===== src/rtl/inst_fetch_unit.sv =====
// ---------------------------------------------------------------------------
// inst_fetch_unit
//
// Instruction fetch stage in front of the instruction cache. Holds the
// program counter, presents it to the cache as the read address and captures
// the word the cache returns in the same cycle into a small prefetch FIFO.
// Decode pulls {pc, instruction} pairs from the FIFO head. A redirect from
// execute flushes the FIFO and restarts fetch at the new target.
//
// Optional feature (macro FETCH_ALIGN_CHECK_EN):
//   A redirect to a target whose bits [1:0] are not zero raises o_fault and
//   halts fetch until the next aligned redirect. Without the macro, o_fault
//   is tied 0 and a misaligned target is fetched with bits [1:0] cleared.
//
// Parameters:
//   RESET_PC    PC loaded at reset (defaults to `_INST_CACHE_OFFSET)
//   FIFO_DEPTH  prefetch entries, power of two, 2..16
//
// Ports:
//   i_clk            clock, rising edge
//   i_rst_n          asynchronous active-low reset
//   o_cache_address  cache read address (the PC register)
//   o_cache_op_type  cache operation, always read (0)
//   o_cache_val      cache write data, always 0
//   i_cache_val      word returned combinationally for o_cache_address
//   o_valid          FIFO head holds a valid entry
//   o_inst           instruction at the FIFO head (0 when empty)
//   o_pc             PC of the FIFO head (0 when empty)
//   i_ready          decode accepts the head this cycle
//   i_redirect       flush the FIFO and restart fetch
//   i_redirect_pc    restart target
//   o_fault          misaligned-redirect fault
// ---------------------------------------------------------------------------

`ifndef _INST_CACHE_OFFSET
`define _INST_CACHE_OFFSET 32'h0000_0000
`endif

module inst_fetch_unit #(
    parameter logic [31:0] RESET_PC   = `_INST_CACHE_OFFSET,
    parameter int          FIFO_DEPTH = 4
) (
    input  logic        i_clk,
    input  logic        i_rst_n,
    output logic [31:0] o_cache_address,
    output logic        o_cache_op_type,
    output logic [31:0] o_cache_val,
    input  logic [31:0] i_cache_val,
    output logic        o_valid,
    output logic [31:0] o_inst,
    output logic [31:0] o_pc,
    input  logic        i_ready,
    input  logic        i_redirect,
    input  logic [31:0] i_redirect_pc,
    output logic        o_fault
);

    localparam int             PTR_W     = $clog2(FIFO_DEPTH);
    localparam logic [PTR_W:0] DEPTH_CNT = FIFO_DEPTH[PTR_W:0];

    logic [31:0]      pc;
    logic [63:0]      mem [FIFO_DEPTH];
    logic [PTR_W-1:0] wr_ptr;
    logic [PTR_W-1:0] rd_ptr;
    logic [PTR_W:0]   count;
    logic             halted;
    logic             pop;
    logic             push;

    // Handshake: the head entry transfers to decode on a rising edge where
    // o_valid and i_ready are both high and i_redirect is low. o_valid never
    // depends on i_ready; i_ready while o_valid is low has no effect, and a
    // redirect discards the head even if i_ready is high.
    assign pop  = o_valid & i_ready;
    // A full FIFO can still accept a word in a cycle where the head leaves.
    assign push = ~i_redirect & ~halted & ((count < DEPTH_CNT) | pop);

    assign o_cache_address = pc;
    assign o_cache_op_type = 1'b0;
    assign o_cache_val     = 32'h0000_0000;

    // Head outputs come from registered FIFO state only; zeroed when empty.
    assign o_valid = (count != '0);
    assign o_pc    = o_valid ? mem[rd_ptr][63:32] : 32'h0000_0000;
    assign o_inst  = o_valid ? mem[rd_ptr][31:0]  : 32'h0000_0000;

    always_ff @(posedge i_clk or negedge i_rst_n) begin
        if (!i_rst_n) begin
            pc     <= RESET_PC;
            wr_ptr <= '0;
            rd_ptr <= '0;
            count  <= '0;
        end else if (i_redirect) begin
            // Target is always word-aligned; low bits are dropped here and,
            // when the alignment check is built in, reported as a fault.
            pc     <= i_redirect_pc & ~32'h0000_0003;
            wr_ptr <= '0;
            rd_ptr <= '0;
            count  <= '0;
        end else begin
            if (push) begin
                pc     <= pc + 32'd4;
                wr_ptr <= wr_ptr + 1'b1;
            end
            if (pop) begin
                rd_ptr <= rd_ptr + 1'b1;
            end
            count <= count + {{PTR_W{1'b0}}, push} - {{PTR_W{1'b0}}, pop};
        end
    end

    // Storage needs no reset: entries are only visible through count.
    always_ff @(posedge i_clk) begin
        if (push) begin
            mem[wr_ptr] <= {pc, i_cache_val};
        end
    end

`ifdef FETCH_ALIGN_CHECK_EN
    // Fault and halt are the same condition: set by a misaligned redirect,
    // cleared only by an aligned one.
    always_ff @(posedge i_clk or negedge i_rst_n) begin
        if (!i_rst_n) begin
            halted <= 1'b0;
        end else if (i_redirect) begin
            halted <= |i_redirect_pc[1:0];
        end
    end
    assign o_fault = halted;
`else
    assign halted  = 1'b0;
    assign o_fault = 1'b0;
`endif

endmodule


===== config.mk =====
export PLATFORM = sky130hd
export DESIGN_NAME = inst_fetch_unit
export DESIGN_NICKNAME = d
export VERILOG_FILES = /design/src/rtl/inst_fetch_unit.sv
export SDC_FILE = /design/constraint.sdc
export NUM_CORES = 1
export LEC_CHECK = 0
export CAP_MARGIN = 30
export CORE_MARGIN = 3
export CORE_UTILIZATION = 30
export CTS_CLUSTER_DIAMETER = 80
export DETAILED_ROUTE_END_ITERATION = 12
export GPL_ROUTABILITY_DRIVEN = 0
export PLACE_DENSITY = 0.51
export SYNTH_ARGS = -nofsm -noshare
export SYNTH_HDL_FRONTEND = slang
export SYNTH_SLANG_ARGS = --single-unit

===== constraint.sdc =====
create_clock -name i_clk -period 4.83 [get_ports i_clk]
set_clock_uncertainty 0.2 [all_clocks]
set_input_delay 1.2075 -clock i_clk [delete_from_list [all_inputs] [get_ports i_clk]]
set_output_delay 1.2075 -clock i_clk [all_outputs]
set_load 0.05 [all_outputs]

==> out/metrics.cfg <==
[clocking]
cts_resized=0
cts_buffers=34
post_cts_buffers=0
clockRootBuffer=clkbuf_16
cts_buffer_depth=3
clk_latency_ns=0.49
clkTransAtPathRegs_ns=0.05
cts_tree=yes
holdBufCountCts=0
clkSinkCount=285
htreeDepth=2

[cells_and_area]
n_fill_cell=3650
layout_commonest_cell=edfxtp_1
drive_above_1_share_pct=17.5
utilization_pct=38.7
antenna_cells=0
final_area_um2=15000
layout_common_cells=edfxtp_1, clkdlybuf4s50_1, and2_1, mux4_2, nand2_1
area_growth_pct=27.0
layout.nets=922

[critical_path]
crit_type=reg -> out
crit_buf_inv=2
critPathLaunchType=register
cp_slowest_cell=or3_2
end_kind=output port
path_cells=or3_2 > buf_4 > and2_1 > clkdlybuf4s50_1
worst-path-max-fanout=31
cp_top_family=buffers and inverters
crit_arrival_ns=2.93
required_ns=3.42
cp_slowest_stage_delay_ns=0.79

[grt]
track_usage_pct=12.7
grt_pass1_wl_um=40000
overflow=0
antenna_found_initial=0
grt_max_degree=67
grt_pass1_vias=6501

[yosys]
ys_seq_area_share_pct=71.0
yosysUniqueCellTypes=38
async_reset_ff_share_pct=13.0
avgSynthCellArea_um2=17.7
synth-seq-cells=285
synthFlopType=edfxtp_1
yosys_warnings=0
syn-cell-area_um2=11800
synth_edf_count=248
syn_inst=666

[sta]
relSlewSlack_pct=57.1
period_minus_slack_ns=4.33
rsz0062_at_grt=false
fmax_ghz=0.231
final-setup-viol-count=0
finalHoldViolCount=0
maxSlewViolCount=0
worst_pin_slew_ns=0.644
finalCritPeriodShare_pct=89.7
fin_setup_tns_ns=0

[flow_run]
maxCapViolCount=0

[routing]
vias_per_cell=4.42
drt_iter0_drc=317
firstDrtPassIters=4
vias=6126
routed_wl_um=26400
post_drt_wl_per_cell_um=19.0
drc_errors=0
antenna_left=0

[die]
die-area_um2=41700
ios=199
rows=72
die_h_um=204
core_area_um2=38700
initial_utilization_pct=30.5
die_x_um=204

[pwr]
leakage_uw=0.00496
powerDensity_nw_per_um2=572
ir_worst_vdd_mv=0.233

[placed_design]
placed_area_um2=14000
port_buffers=158
hpwl_um=16800

[min_path]
hold_class=reg -> reg

[status]
status=finished, final reports clean

-- state kept, by name, indices dropped and copies added, names as in the netlist --
register         count
mem                248
wr_ptr               2
rd_ptr               2
o_cache_address     30
count                3
-- power breakdown --
part / total (uW) / internal (uW) / switching, uW / leakage, uW
clock network: 2310 / 1390 / 927 / 0.000501
logic: 3110 / 1170 / 1940 / 0.00172
registers: 3150 / 3010 / 142 / 0.00274
total: 8580 / 5560 / 3010 / 0.00496
-- metrics by stage --
stage	instances	hold WS (ns)	setup slack [ns]	power, uW
after global routing	1387	0.429	0.357	9020
final	1387	0.400	0.497	8580
after floorplan	703	0.362	0.957	5330
after global placement	1328	0.394	0.900	6390
after detailed placement	1328	0.394	0.904	6400
after CTS	1387	0.407	0.398	8760
-- Yosys cell counts, types with 2 or more instances --
library cell | count | area, um2
edfxtp_1 | 248 | 7450
and2_1 | 68 | 425
mux4_2 | 62 | 1400
nand2_1 | 40 | 150
buf_4 | 39 | 293
dfrtp_1 | 37 | 926
xnor2_1 | 29 | 254
clkbuf_1 | 18 | 67.6
nor2_1 | 15 | 56.3
o21ai_0 | 15 | 75.1
o21ai_1 | 14 | 70.1
inv_1 | 9 | 33.8
buf_2 | 8 | 40.0
nor4_2 | 8 | 100
ha_1 | 7 | 87.6
nand3_1 | 6 | 30.0
nor3_1 | 6 | 30.0
nand4_1 | 5 | 31.3
xor2_1 | 5 | 43.8
and3_1 | 3 | 18.8
and4_4 | 2 | 22.5
buf_1 | 2 | 7.51
nand2_2 | 2 | 12.5
nand3_2 | 2 | 20.0
nor2b_1 | 2 | 12.5
nor4_1 | 2 | 12.5
-- final cells by class --
cell class,count,area [um2],area share [%]
sequential,285,8380,55.9
multi-input combinational,342,3130,20.9
timing repair buffer,174,1780,11.9
clock buffer,46,917,6.12
tap,518,648,4.32
clock inverter,13,96.3,0.643
inverter,9,33.8,0.225
-- path summary, 6_finish.rpt --
path	from	slack, ns	depth (start not counted)	to
setup / recovery	count[2]	0.50	4	o_pc[14]
hold / removal	o_cache_address[16]	0.40	0	mem[2][48]
setup reg to reg	count[2]	1.67	10	count[2]
hold reg to reg	o_cache_address[16]	0.40	0	mem[2][48]
max in group asynchronous	i_rst_n	3.24	2	rd_ptr[1]
min in group asynchronous	i_rst_n	0.50	1	o_cache_address[18]
-- metal layers --
metal / global-route usage (%) / vias up / part of all wire [%]
li1: - / 2819 / -
met1: 17.2 / 3114 / 44
met2: 20.8 / 152 / 48
met3: 2.77 / 41 / 5.4
met4: 3.29 / 0 / 2.1
met5: 0 / - / 0
-- cells by family (layout without fill, tap and decap cells) --
family	after synthesis	after routing	share of synthesized area [%]
buffers and inverters	76	242	3.74
adder cells (fa/ha/maj)	8	8	0.912
AND/OR/NAND/NOR	168	168	8.53
other	1	38	0.0318
multiplexers	64	64	12.0
flip-flops	285	285	71.0
AO/OA/AOI/OAI	30	30	1.27
XOR/XNOR	34	34	2.52
No activity file was read; power rests on OpenSTA's default activity.
